==> config.mk <==
export PLATFORM = sky130hd
export DESIGN_NAME = pe_dataflow_scheduler
export DESIGN_NICKNAME = d
export VERILOG_FILES = /design/src/rtl/pe_dataflow_scheduler.sv
export SDC_FILE = /design/constraint.sdc
export NUM_CORES = 1
export LEC_CHECK = 0
export CORE_MARGIN = 10
export CORE_UTILIZATION = 47
export CTS_CLUSTER_DIAMETER = 100
export DETAILED_ROUTE_END_ITERATION = 8
export GPL_ROUTABILITY_DRIVEN = 0
export PLACE_DENSITY_LB_ADDON = 0.05
export SLEW_MARGIN = 20
export SYNTH_ARGS = -nofsm -noshare
export SYNTH_HDL_FRONTEND = slang
export SYNTH_SLANG_ARGS = --single-unit
==> constraint.sdc <==
create_clock -name clk -period 2 [get_ports clk]
set_input_delay 0.3 -clock clk [delete_from_list [all_inputs] [get_ports clk]]
set_output_delay 0.3 -clock clk [all_outputs]
set_load 0.1 [all_outputs]
==> src/rtl/pe_dataflow_scheduler.sv <==
// rtl/pe_dataflow_scheduler.sv - per-job strobe sequencer for the PE edge-dataflow address controller (optional weight reuse: PE_SCHED_WEIGHT_REUSE_EN)
module pe_dataflow_scheduler #(
    parameter int W_PEGroupSize = 4,
    parameter int O_PEGroupSize = 4,
    parameter int I_PEGroupSize = W_PEGroupSize + O_PEGroupSize - 1,
    parameter int I_BlockCount  = 4,
    parameter int CntWidth      = 4
) (
    input  logic                clk,
    input  logic                aclr,
    input  logic                sclr,
    input  logic                start,
`ifdef PE_SCHED_WEIGHT_REUSE_EN
    input  logic                reuse_w,
`endif
    input  logic                w_valid,
    input  logic                i_valid,
    input  logic                o_ready,
    output logic                busy,
    output logic                done,
    output logic                EN_W,
    output logic                EN_I,
    output logic                EN_O_In,
    output logic                EN_O_Out,
    output logic                PE_sclr,
    output logic [CntWidth-1:0] block_idx,
    output logic [2:0]          state
);

    typedef enum logic [2:0] {
        S_IDLE   = 3'd0,
        S_CLEAR  = 3'd1,
        S_LOAD_W = 3'd2,
        S_LOAD_I = 3'd3,
        S_ACCUM  = 3'd4,
        S_DRAIN  = 3'd5,
        S_DONE   = 3'd6
    } state_t;

    localparam logic [CntWidth-1:0] W_LAST   = CntWidth'(W_PEGroupSize - 1);
    localparam logic [CntWidth-1:0] I_LAST   = CntWidth'(I_PEGroupSize - 1);
    localparam logic [CntWidth-1:0] O_LAST   = CntWidth'(O_PEGroupSize - 1);
    localparam logic [CntWidth-1:0] BLK_LAST = CntWidth'(I_BlockCount - 1);

    state_t              cur_state;
    state_t              nxt_state;
    logic [CntWidth-1:0] cnt;
    logic                cnt_inc;
    logic                cnt_clr;
    logic                blk_inc;
    logic                blk_clr;
    logic                w_done;
    logic                skip_w;

    assign state   = cur_state;
    assign PE_sclr = sclr | (cur_state == S_CLEAR);

`ifdef PE_SCHED_WEIGHT_REUSE_EN
    logic w_loaded;

    // Remember that the weight tile is resident, and decide at job start whether to skip reloading it
    always_ff @(posedge clk or posedge aclr) begin
        if (aclr) begin
            w_loaded <= 1'b0;
            skip_w   <= 1'b0;
        end else if (sclr) begin
            w_loaded <= 1'b0;
            skip_w   <= 1'b0;
        end else begin
            if (w_done)
                w_loaded <= 1'b1;
            if (cur_state == S_IDLE && start)
                skip_w <= reuse_w & w_loaded;
        end
    end
`else
    assign skip_w = 1'b0;
`endif

    // State register; sclr behaves like aclr but only on a clock edge
    always_ff @(posedge clk or posedge aclr) begin
        if (aclr)
            cur_state <= S_IDLE;
        else if (sclr)
            cur_state <= S_IDLE;
        else
            cur_state <= nxt_state;
    end

    // Element counter and block index, both driven by the strobes decoded below
    always_ff @(posedge clk or posedge aclr) begin
        if (aclr) begin
            cnt       <= '0;
            block_idx <= '0;
        end else if (sclr) begin
            cnt       <= '0;
            block_idx <= '0;
        end else begin
            if (cnt_clr)
                cnt <= '0;
            else if (cnt_inc)
                cnt <= cnt + 1'b1;
            if (blk_clr)
                block_idx <= '0;
            else if (blk_inc)
                block_idx <= block_idx + 1'b1;
        end
    end

    // Next-state decode and handshake-gated pointer strobes; only the current phase's handshake matters
    always_comb begin
        nxt_state = cur_state;
        busy      = 1'b1;
        done      = 1'b0;
        EN_W      = 1'b0;
        EN_I      = 1'b0;
        EN_O_In   = 1'b0;
        EN_O_Out  = 1'b0;
        cnt_inc   = 1'b0;
        cnt_clr   = 1'b0;
        blk_inc   = 1'b0;
        blk_clr   = 1'b0;
        w_done    = 1'b0;
        case (cur_state)
            S_IDLE: begin
                busy = 1'b0;
                if (start)
                    nxt_state = S_CLEAR;
            end
            S_CLEAR: begin
                cnt_clr   = 1'b1;
                blk_clr   = 1'b1;
                nxt_state = skip_w ? S_LOAD_I : S_LOAD_W;
            end
            S_LOAD_W: begin
                EN_W = w_valid;
                if (w_valid) begin
                    if (cnt == W_LAST) begin
                        cnt_clr   = 1'b1;
                        w_done    = 1'b1;
                        nxt_state = S_LOAD_I;
                    end else begin
                        cnt_inc = 1'b1;
                    end
                end
            end
            S_LOAD_I: begin
                EN_I = i_valid;
                if (i_valid) begin
                    if (cnt == I_LAST) begin
                        cnt_clr   = 1'b1;
                        nxt_state = S_ACCUM;
                    end else begin
                        cnt_inc = 1'b1;
                    end
                end
            end
            S_ACCUM: begin
                EN_O_In = 1'b1;
                if (cnt == O_LAST) begin
                    cnt_clr   = 1'b1;
                    nxt_state = S_DRAIN;
                end else begin
                    cnt_inc = 1'b1;
                end
            end
            S_DRAIN: begin
                EN_O_Out = o_ready;
                if (o_ready) begin
                    if (cnt == O_LAST) begin
                        cnt_clr = 1'b1;
                        if (block_idx == BLK_LAST) begin
                            nxt_state = S_DONE;
                        end else begin
                            blk_inc   = 1'b1;
                            nxt_state = S_LOAD_I;
                        end
                    end else begin
                        cnt_inc = 1'b1;
                    end
                end
            end
            S_DONE: begin
                done      = 1'b1;
                blk_clr   = 1'b1;
                nxt_state = S_IDLE;
            end
            default: begin
                busy      = 1'b0;
                nxt_state = S_IDLE;
            end
        endcase
    end

endmodule

==> impl_metrics.toml <==
[floorplan]
row_count = 14
die_h_um = 61.0
core_um2 = 1540
die_width_um = 61.0
die_area_um2 = 3720
ios = 21
start_util = 0.513

[clocking]
cts_root_buf = "clkbuf_4"
cts-buffers-inserted = 3
cts_tree = "yes"
cts.clk_slew.worst_paths_ps = 70
clk_latency_ps = 260
cts_max_level = 1
cts.sinks = 11
cts.path.max_buffers = 2

[synth]
ys.flop_type = "dfrtp_1"
synth_nets = 100
synth_edf_count = 0
yosysSeqAreaShare = 0.348
synth_largest_area_cell = "dfrtp_1"
synth_top_area_frac = 0.348
yosysWarnings = 0
synth-seq-cells = 11
synth_cell_types = 42
synth_cells = 90
synth_area_leaders = "dfrtp_1, nor2_1, ha_1, a21oi_1, xnor2_1"
syn_area_per_cell_um2 = 8.79
synth_area_um2 = 791
synth_async_sr_flop_share = 1.00

[global_routing]
grt_overflow = 0
grt-busiest-layer = "met2"
use_met2 = 0.194
use_met3 = 0.0432
track_usage = 0.120
met1_usage = 0.146
antenna_found_initial = 0
grt_max_degree = 19
grt_pass1_wl_um = 3520
first_global_vias = 739

[pwr]
clkPwrFrac = 0.119
sequentialPowerShare = 0.263
fin_total_pwr_w = 0.00126
p_sw_frac = 0.522
p_leak_nw = 0.481
p_per_area_nw_per_um2 = 1100
p_switching_w = 0.000660
power_frac_comb = 0.619
max-vdd-ir-drop_mv = 0.957
p_int_w = 0.000604

[worst_setup_path]
cp.arrival_ps = 1620
critPathRequiredTime_ps = 1700
crit_path_end_kind = "primary output"
worstPathMaxFanout = 13
crit_type = "flip-flop to primary output"
r2r_setup_slack_ps = 90
startpoint_type = "flip-flop"

[layout]
nets = 126
syn2layout_area_growth_pct = 44.9
multiInputGateArea_um2 = 505
ff_latch_area_um2 = 289
layout_common_cells = "buf_4, nor2_1, buf_12"
fillCellCount = 111
fin_area_um2 = 1150
layout-drive-gt1-share = 0.357
final_common_cell = "buf_4"
n_antenna_cell = 0

[sta]
fin_crit_ps = 1920
skew_ps = 3.30
maxSlewHeadroom = 0.709
final_hold_viol_count = 0
setup_ws_ps = 84.2
fin_setup_tns_ps = 0
setup_viol = 0
clock.fmax_ghz = 0.522
fin_hold_ws_ps = 333
tightestPinTransition_ps = 437
report.final.slew_viol_count = 0
finalCritPeriodShare = 0.958

[outcome]
status = "finished clean"

[placement]
place_ws_ps = -14.1
dpl_cell_area_um2 = 1090
port_buffers = 20
hpwl_um = 1560

[detailed_routing]
finalWirelength_um = 2090
vias = 739
drtPass1Iterations = 4
viasPerCell = 5.64
route.detailed.drc = 0
drt_iter0_markers = 15
ant_nets = 0
wl_per_cell_um = 16.0

[run]
maxCapViolations = 0

[min_path]
hp-class = "input pin to asynchronous set/reset pin"
[per-stage QoR]
stage,util,cells
5_1_grt,0.744,131
4_1_cts,0.727,128
2_1_floorplan,-,90
3_5_place_dp,0.710,124
6_report,0.744,131
3_3_place_gp,0.710,124
[power by group through the flow]
stage	Clock (W)	Combinational [W]	Sequential, W
4_1_cts	0.000153	0.000766	0.000334
3_5_place_dp	0	0.000765	0.000337
6_report	0.000150	0.000782	0.000332
3_3_place_gp	0	0.000759	0.000334
5_1_grt	0.000165	0.000828	0.000340
2_1_floorplan	0	0.000473	0.000417
[worst max-delay path, cell delays in order (launching register included)]
cell and delay, ps:
dfrtp_4 550, or2b_4 280, nor2_1 50, or2_2 300, buf_12 170
[worst paths after layout]
path / cells after the start / to / startpoint
min: 2 / cnt[3] / aclr
max: 4 / PE_sclr / state[0]
min reg2reg: 2 / block_idx[1] / block_idx[1]
min in group clk: 2 / block_idx[1] / block_idx[1]
max reg2reg: 6 / block_idx[3] / cnt[1]
max in group asynchronous: 2 / state[2] / aclr
[final cells by class]
type / count / share of cell area
timing repair buffer: 25 / 0.253
tap: 16 / 0.0175
clock buffer: 4 / 0.0229
multi-input combinational: 71 / 0.441
sequential: 11 / 0.252
inverter: 4 / 0.0131
[state kept, by name (all words and copies together) (netlist names)]
signal	cells
block_idx	4
cnt	4
state	3
[synth_stat cells (2+ instances only)]
cell and number:
or3_1 2, nor3b_1 2, inv_1 3, ha_1 3, and3_1 4, nand2_1 5, xor2_1 2, a31oi_1 2
dfrtp_1 11, xnor2_1 3, o21ai_1 2, nor2_1 13, a21oi_1 6, nand2b_1 2, nand3_1 2, clkbuf_1 2
[metal layers]
layer | share of wire | routed length [um]
met1 | 0.44 | 924
met2 | 0.46 | 955
met3 | 0.081 | 169
met4 | 0.020 | 42
met5 | 0 | 0
[kinds of logic (layout without fill, tap and decap cells)]
kind of cell,after synthesis,in the layout,synth area share
buf+inv,8,33,0.0490
fa+ha+maj,3,3,0.0475
mux,2,2,0.0269
flops,11,11,0.348
xor+xnor,5,5,0.0554
compound gates,18,18,0.149
simple gates,43,43,0.324
[timing repair]
| item | 4_1_cts | 5_1_grt |
|---|---|---|
| setup buffers | 0 | 3 |
| setup endpoints to repair | 1 | 2 |
| hold buffers | 0 | 0 |
| gates resized for setup | 0 | 1 |
| pin swaps | 1 | 1 |
Note: power is estimated with default switching activity, not from simulation.
==> patch, RTL diff (same settings) <==
The option `PE_SCHED_WEIGHT_REUSE_EN` is turned on by a define.
--- a/src/rtl/pe_dataflow_scheduler.sv
+++ b/src/rtl/pe_dataflow_scheduler.sv
@@ -1,2 +1,4 @@
 // rtl/pe_dataflow_scheduler.sv - per-job strobe sequencer for the PE edge-dataflow address controller (optional weight reuse: PE_SCHED_WEIGHT_REUSE_EN)
+`define PE_SCHED_WEIGHT_REUSE_EN
+
 module pe_dataflow_scheduler #(
Ports: changed (added reuse_w); port bits go from 21 to 22. The function was not compared with the original's and may differ.
==> patch against the original RTL <==
- clock power up 11%
- critical path depth down 1
- worst setup slack worse by 0.0093 ns
- highest routed layer unchanged
- utilization fell by 6.9 points
- global-route usage rose by 0.25 points
- final area increased by 33%
- routed wire length up 42%
- sequential cell count grew 2
- largest cell class unchanged
- power rose by 24%
- critical endpoint is now EN_W
- area after synthesis grew 44%
==> patch: results (changes against the original RTL) <==
outcome:
  status: "completed"  # unchanged
layout:
  nets: 161  # was 126
  nFillCells: 200  # was 111
  drive_above_1_share_pct: 31.1  # was 35.7%
synthesis:
  synth_cell_type_count: 48  # was 42
  synth_top_area_share_pct: 28.6  # was 34.8%
  ys_seq_area_share_pct: 28.6  # was 34.8%
  syn_inst: 124  # was 90
  ys_top_cells_by_count: "dfrtp_1, nor2_1, inv_1, nand2_1, a21oi_1"  # was nor2_1, dfrtp_1, a21oi_1, nand2_1, and3_1
  syn_nets: 136  # was 100
  async_flop_share_pct: 100  # unchanged
  synthTopCellsByArea: "dfrtp_1, ha_1, nor2_1, a21oi_1, nand4_1"  # was dfrtp_1, nor2_1, ha_1, a21oi_1, xnor2_1
worst_setup_path:
  critPathCapture: "EN_W"  # was PE_sclr
  r2r_start: "state[2]$_DFFE_PP0P_"  # was cnt[1]$_DFFE_PP0P_
  r2r_slack_ns: 0.18  # was 0.09 ns
  cp_slowest_cell: "dfrtp_4"  # unchanged
  cp_max_fo: 21  # was 13
  max_stage_delay_ns: 0.48  # was 0.55 ns
  rr_endpoint: "cnt[3]$_DFFE_PP0P_"  # was block_idx[3]$_DFFE_PP0P_
global_routing:
  grt_max_degree: 22  # was 19
  track_usage_pct: 12.3  # was 12.0%
  grt_pass1_vias: 1072  # was 739
placement:
  io_buffers: 21  # was 20
  hpwlAfterDp_mm: 2.25  # was 1.56 mm
  placed_cells: 171  # was 124
sta:
  slew_headroom_pct: 66.3  # was 70.9%
  finalClockSkew_ns: 0.00187  # was 0.00330 ns
detailed_routing:
  wl_mm: 2.96  # was 2.09 mm
  vias: 1080  # was 739
  drtIter0Drc: 74  # was 15
clocking:
  clkLatencyLatePin_ns: 0.28  # was 0.26 ns
pwr:
  ir_worst_vdd_v: 0.000884  # was 0.000957 V
  leakagePower_nw: 0.633  # was 0.481 nW
## patch: worst max-delay path, delay by kind of cell (launching register included)
family,cells,cell delay [ns]
simple gates,1,0.45
buf+inv,2,0.41
flops,1,0.48
## patch: logic make-up after synthesis
kind of cell             share of synthesized area (%)
AND/OR/NAND/NOR                                   30.7
flip-flops                                        28.6
XOR/XNOR                                          2.31
buffers and inverters                             6.94
adder cells (fa/ha/maj)                           4.41
AO/OA/AOI/OAI                                     26.1
multiplexers                                     0.881
## patch: where the power goes
part / internal, mW / leakage (nW) / switching [mW] / total [mW]
registers: 0.290 / 0.172 / 0.0822 / 0.372
logic: 0.368 / 0.444 / 0.658 / 1.03
clock network: 0.0743 / 0.0177 / 0.0920 / 0.166
## patch: how the worst min path moves through the flow
| stage | from | depth (start not counted) | slack (ns) | endpoint |
|---|---|---|---|---|
| floorplan | aclr | 1 | 0.18 | block_idx[2]$_DFFE_PP0P_ |
| detailed placement | w_loaded$_DFFE_PP0P_ | 2 | 0.50 | w_loaded$_DFFE_PP0P_ |
| global placement | w_loaded$_DFFE_PP0P_ | 2 | 0.50 | w_loaded$_DFFE_PP0P_ |
| CTS | aclr | 2 | 0.34 | cnt[1]$_DFFE_PP0P_ |
| finish | aclr | 2 | 0.34 | skip_w$_DFFE_PP0P_ |
| global route | aclr | 2 | 0.37 | cnt[1]$_DFFE_PP0P_ |
## patch: repair_timing
| action | 4_1_cts | 5_1_grt |
|---|---|---|
| setup endpoints to repair | 1 | 0 |
| hold buffers | 0 | 0 |
| buffers inserted | 1 | 0 |
## patch: per-stage QoR
step	setup slack (ns)	total power, mW	area, µm²	hold WS [ns]
global placement	0.207	1.38	1490	0.498
finish	0.0749	1.57	1520	0.336
CTS	0.0650	1.57	1520	0.337
global route	0.0126	1.66	1520	0.365
detailed placement	0.130	1.39	1490	0.497
floorplan	-0.407	1.09	1170	0.177
## patch: area by class of cell
type,instances,share of cell area [%]
clock buffers,3,1.48
clock inverters,1,0.329
inverters,8,2.22
multi-input cells,96,48.8
flip-flops and latches,13,22.1
well taps,28,2.30
repair buffers,27,22.7
## patch: routing by layer
layer | track usage [%] | up-vias | wire [µm]
li1 | - | 518 | -
met1 | 15.9 | 511 | 1320
met2 | 18.5 | 47 | 1390
met3 | 4.42 | 4 | 221
met4 | 3.33 | 0 | 34
met5 | 0 | - | 0
